==> src/rtl/uart_pkg.sv <==
// Shared UART definitions: FSM state encoding, baud divisor and counter-width helpers.
// Used by the transmitter today and by the receiver later.
package uart_pkg;

  localparam int STATE_W = 3;

  localparam logic [STATE_W-1:0] ST_IDLE   = 3'd0;
  localparam logic [STATE_W-1:0] ST_REQ    = 3'd1;
  localparam logic [STATE_W-1:0] ST_LOAD   = 3'd2;
  localparam logic [STATE_W-1:0] ST_START  = 3'd3;
  localparam logic [STATE_W-1:0] ST_DATA   = 3'd4;
  localparam logic [STATE_W-1:0] ST_PARITY = 3'd5;
  localparam logic [STATE_W-1:0] ST_STOP   = 3'd6;

  function automatic int baud_div(input int clk_freq, input int baud_rate);
    return clk_freq / baud_rate;
  endfunction

  // Never narrower than one bit, so a divide-by-1 build still elaborates.
  function automatic int baud_cnt_w(input int clk_freq, input int baud_rate);
    int div;
    div = baud_div(clk_freq, baud_rate);
    return (div > 1) ? $clog2(div) : 1;
  endfunction

endpackage

==> src/rtl/uart_baud_gen.sv <==
// Baud counter: counts 0..BAUD_DIV-1 while en is high, tick on the last count.
// Latency: tick is combinational from the count; counter restarts at 0 the cycle after en drops.
// Backpressure: none; en simply freezes the counter at 0.
module uart_baud_gen import uart_pkg::*; #(
  parameter int CLK_FREQ  = 50_000_000,
  parameter int BAUD_RATE = 115200
) (
  input  logic sys_clk,
  input  logic sys_rst_n,
  input  logic en,
  output logic tick
);

  localparam int DIV = baud_div(CLK_FREQ, BAUD_RATE);
  localparam int CW  = baud_cnt_w(CLK_FREQ, BAUD_RATE);
  localparam logic [CW-1:0] LAST = CW'(DIV - 1);

  logic [CW-1:0] cnt;

  always_ff @(posedge sys_clk or negedge sys_rst_n) begin
    if (!sys_rst_n) begin
      cnt <= '0;
    end else if (!en || cnt == LAST) begin
      cnt <= '0;
    end else begin
      cnt <= cnt + CW'(1);
    end
  end

  assign tick = en && (cnt == LAST);

endmodule

==> src/rtl/uart_tx_fifo_drain.sv <==
// Drains a standard-mode FIFO and serialises each byte as start/data(LSB first)/[parity]/stop on tx.
// Latency: start bit begins 2 cycles after fifo_rd_en; back-to-back frames have a 2-cycle tx-high gap.
// Backpressure: one read in flight at most; next read only after the stop bit. UART_TX_PARITY_EN adds even parity.
module uart_tx_fifo_drain import uart_pkg::*; #(
  parameter int CLK_FREQ  = 50_000_000,
  parameter int BAUD_RATE = 115200,
  parameter int DATA_W    = 8
) (
  input  logic              sys_clk,
  input  logic              sys_rst_n,
  input  logic              fifo_empty,
  output logic              fifo_rd_en,
  input  logic [DATA_W-1:0] fifo_dout,
  output logic              tx,
  output logic              busy
);

  localparam int BIT_W = (DATA_W > 1) ? $clog2(DATA_W) : 1;
  localparam logic [BIT_W-1:0] LAST_BIT = BIT_W'(DATA_W - 1);

  logic [STATE_W-1:0] state, state_nxt;
  logic [DATA_W-1:0]  shreg, shreg_nxt;
  logic [BIT_W-1:0]   bit_idx, bit_idx_nxt;
  logic               tick;
  logic               baud_en;
  logic               tx_nxt;
`ifdef UART_TX_PARITY_EN
  logic               par, par_nxt;
`endif

  // Counter held at 0 outside the line bits so every frame starts phase-aligned.
  assign baud_en = (state != ST_IDLE) && (state != ST_REQ) && (state != ST_LOAD);

  uart_baud_gen #(
    .CLK_FREQ  (CLK_FREQ),
    .BAUD_RATE (BAUD_RATE)
  ) u_baud_gen (
    .sys_clk   (sys_clk),
    .sys_rst_n (sys_rst_n),
    .en        (baud_en),
    .tick      (tick)
  );

  always_comb begin
    state_nxt   = state;
    shreg_nxt   = shreg;
    bit_idx_nxt = bit_idx;
`ifdef UART_TX_PARITY_EN
    par_nxt     = par;
`endif
    case (state)
      ST_IDLE: begin
        if (!fifo_empty) state_nxt = ST_REQ;
      end
      ST_REQ: begin
        state_nxt = ST_LOAD;
      end
      ST_LOAD: begin
        shreg_nxt   = fifo_dout;
        bit_idx_nxt = '0;
`ifdef UART_TX_PARITY_EN
        par_nxt     = 1'b0;
`endif
        state_nxt   = ST_START;
      end
      ST_START: begin
        if (tick) state_nxt = ST_DATA;
      end
      ST_DATA: begin
        if (tick) begin
          shreg_nxt   = shreg >> 1;
          bit_idx_nxt = bit_idx + BIT_W'(1);
`ifdef UART_TX_PARITY_EN
          par_nxt     = par ^ shreg[0];
`endif
          if (bit_idx == LAST_BIT) begin
            bit_idx_nxt = '0;
`ifdef UART_TX_PARITY_EN
            state_nxt   = ST_PARITY;
`else
            state_nxt   = ST_STOP;
`endif
          end
        end
      end
`ifdef UART_TX_PARITY_EN
      ST_PARITY: begin
        if (tick) state_nxt = ST_STOP;
      end
`endif
      ST_STOP: begin
        if (tick) state_nxt = fifo_empty ? ST_IDLE : ST_REQ;
      end
      default: begin
        state_nxt = ST_IDLE;
      end
    endcase

    // tx is registered from the next state so the line bit lines up with the state it belongs to.
    tx_nxt = 1'b1;
    case (state_nxt)
      ST_START:  tx_nxt = 1'b0;
      ST_DATA:   tx_nxt = shreg_nxt[0];
`ifdef UART_TX_PARITY_EN
      ST_PARITY: tx_nxt = par_nxt;
`endif
      default:   tx_nxt = 1'b1;
    endcase
  end

  always_ff @(posedge sys_clk or negedge sys_rst_n) begin
    if (!sys_rst_n) begin
      state   <= ST_IDLE;
      shreg   <= '0;
      bit_idx <= '0;
      tx      <= 1'b1;
    end else begin
      state   <= state_nxt;
      shreg   <= shreg_nxt;
      bit_idx <= bit_idx_nxt;
      tx      <= tx_nxt;
    end
  end

`ifdef UART_TX_PARITY_EN
  always_ff @(posedge sys_clk or negedge sys_rst_n) begin
    if (!sys_rst_n) begin
      par <= 1'b0;
    end else begin
      par <= par_nxt;
    end
  end
`endif

  assign fifo_rd_en = (state == ST_REQ);
  assign busy       = (state != ST_IDLE);

endmodule

==> config.mk <==
export PLATFORM = sky130hd
export DESIGN_NAME = uart_tx_fifo_drain
export DESIGN_NICKNAME = d
export VERILOG_FILES = /design/src/rtl/uart_pkg.sv /design/src/rtl/uart_baud_gen.sv /design/src/rtl/uart_tx_fifo_drain.sv
export SDC_FILE = /design/constraint.sdc
export NUM_CORES = 1
export LEC_CHECK = 0
export CAP_MARGIN = 20
export CORE_UTILIZATION = 55
export CTS_CLUSTER_SIZE = 25
export DETAILED_ROUTE_END_ITERATION = 10
export GPL_TIMING_DRIVEN = 0
export PLACE_DENSITY = 0.78
export SETUP_SLACK_MARGIN = 0.4
export SLEW_MARGIN = 10
export SYNTH_ARGS = -nofsm -noshare
export SYNTH_HDL_FRONTEND = slang
export SYNTH_SLANG_ARGS = --single-unit
==> constraint.sdc <==
create_clock -name sys_clk -period 4.2 [get_ports sys_clk]
set_clock_uncertainty 0.05 [all_clocks]
set_input_delay 0.63 -clock sys_clk [delete_from_list [all_inputs] [get_ports sys_clk]]
set_output_delay 0.63 -clock sys_clk [all_outputs]
set_load 0.05 [all_outputs]
==> metrics.cfg <==
[sta]
rsz0062_at_grt=no
min_period_ns=2.81
fin_setup_tns_ns=0
hold_viol_final=0
fmax_ghz=0.355
fin_crit_sh_pct=67.0
final-setup-viol-count=0
slew_headroom_pct=67.4
tightest_slew_ns=0.487
drv_slew=0

[die]
core_area_um2=2190
rows=17
ios=14
start_util_pct=58.0
die_h_um=50.1
die_w_um=50.1
dieArea_um2=2510

[worst_setup_path]
required_ns=3.52
crit_type=reg2out
endpoint_kind=output pin
path_max_fanout=10
cp.arrival_ns=2.13
start_kind=flop

[drt]
drt_iter0_markers=10
drt_pass1_iterations=5
ant_nets=0
vias=962
wl_um=2300
viasPerCell=5.63
drc=0
wire_per_inst_um=13.4

[hold_path]
hold_path.class=reg2reg

[synth]
yosysWarnings=0
synth-seq-cells=24
postSynthAreaPerCell_um2=10.2
synthArstFlopShare_pct=100
syn_area_um2=1270
synth.net_count=140
ys_types=41
synth_top_cell_by_area=dfrtp_1
ys.flop_type=dfrtp_1
synth_edf_count=0
yosysSeqAreaShare_pct=47.3
netlist.area_leader.share_pct=45.3
synthCells=125
synth.area.top_cells=dfrtp_1, a22o_1, a21o_1, ha_1, nor2_1

[clock_network]
htree_levels=1
cts_root_buf=clkbuf_4
numCtsBuffers=3
clock-sinks=24
postCtsHoldBufs=0
clock_latency_ns=0.31
clock_path_buffers=2
cts_resized=0
post_cts_buffers=0
cts_tree=yes
cts.clk_slew.worst_paths_ns=0.12

[power_and_ir_drop]
vdd_drop_max_mv=0.257
p_leak_uw=0.000693
powerDensity_nw_per_um2=243

[finish]
final_nets=159
postLayoutCellArea_um2=1490
seqCellArea_um2=602
diodes=0
multi_input_area_um2=609
n_fill_cell=171
syn_to_final_growth_pct=17.2
drive_gt1_share_pct=11.2

[global_route]
grt_usage_pct=20.0
overflow=0
grt_max_degree=25
grt_pass1_vias=866
grt_pass1_wl_um=3800
antenna_found_initial=0

[status]
status=finished, final reports clean

[run]
drv_cap=0

[placement]
io_buffers=13
dpl.hpwl_um=1580
gp_congestion=0.810
place_area_um2=1440

-- cell usage in the layout, fill, tap and decap left out, types with 3 or more instances in the layout --
cell type	instances
a22o_1	7
nor2_1	12
nand3_1	4
inv_1	5
o211ai_1	4
buf_2	3
xnor2_1	3
clkbuf_4	3
a21o_1	8
o21ai_0	6
clkbuf_1	3
a21oi_1	3
dfrtp_1	23
xor2_1	4
ha_1	4
nand2_1	8
clkdlybuf4s50_1	13
-- layout make-up --
type | instances | area share [%]
Buffer | 7 | 2.77
Clock buffer | 4 | 1.76
Inverter | 5 | 1.26
Multi-Input combinational cell | 89 | 40.9
Sequential cell | 24 | 40.4
Tap cell | 28 | 2.35
Timing Repair Buffer | 14 | 10.6
-- critical path: stages, from the launching register on --
cell and delay, ns:
dfrtp_1 0.51, clkbuf_1 0.34, and2_1 0.18, clkdlybuf4s50_1 0.79
-- path summary, 6_finish.rpt --
check,from,to,slack [ns],cells after the start
worst max-delay path,state[0]$_DFF_PN0_,fifo_rd_en,1.39,3
worst min-delay path,shreg[5]$_DFFE_PN0P_,shreg[5]$_DFFE_PN0P_,0.45,1
worst max register to register,state[0]$_DFF_PN0_,shreg[5]$_DFFE_PN0P_,2.46,5
worst min register to register,shreg[5]$_DFFE_PN0P_,shreg[5]$_DFFE_PN0P_,0.45,1
max in group asynchronous,sys_rst_n,tx$_DFF_PN1_,3.03,2
min in group asynchronous,sys_rst_n,state[0]$_DFF_PN0_,0.56,1
-- cell families after synthesis --
family | count (synthesis) | share of synthesized area, %
xor gates and xnor gates | 7 | 4.82
buffers and inverters | 12 | 4.72
DFF | 24 | 47.3
adders and majority gates | 5 | 4.72
AOI/OAI and AO/OA | 36 | 19.8
and+or+nand+nor | 40 | 17.8
muxes | 1 | 0.787
-- registers in the layout (all words and copies together), names as in the netlist --
name / cells
bit_idx: 3
shreg: 8
state: 3
tx: 1
u_baud_gen.cnt: 9
-- metrics by stage --
stage | instances | power (uW) | hold slack [ns] | setup WS [ns] | util, %
global placement | 166 | 260 | 0.411 | 1.73 | 65.6
floorplan | 125 | 246 | 0.284 | 2.35 | -
CTS | 170 | 366 | 0.450 | 1.37 | 66.8
finish | 171 | 362 | 0.449 | 1.39 | 68.0
detailed placement | 166 | 261 | 0.423 | 1.75 | 65.6
global route | 171 | 377 | 0.457 | 1.30 | 68.0
-- synth_stat cells (all sizes together), types with 2 or more instances --
cell type	n
inv	5
xnor2	3
buf	5
xor2	4
a21o	8
nand3	4
nand2b	2
o211ai	4
a21oi	3
a22o	7
clkbuf	2
o21ai	8
or3b	2
nor3	2
nor2	14
ha	4
dfrtp	23
nand2	8
-- metal layers --
metal	global-route usage (%)	routed length, um	vias up
met1	24.7	1040	466
met2	33.8	1170	17
met5	0	0	-
met3	5.25	67	4
li1	-	-	475
met4	6.19	21	0
-- power breakdown --
group	switching (uW)	internal [uW]	total [uW]
Clock	65.7	37.1	103
Sequential	2.48	235	237
Combinational	8.19	13.8	22.0
Total	76.3	286	362
Power figures use the tool's default switching activity.
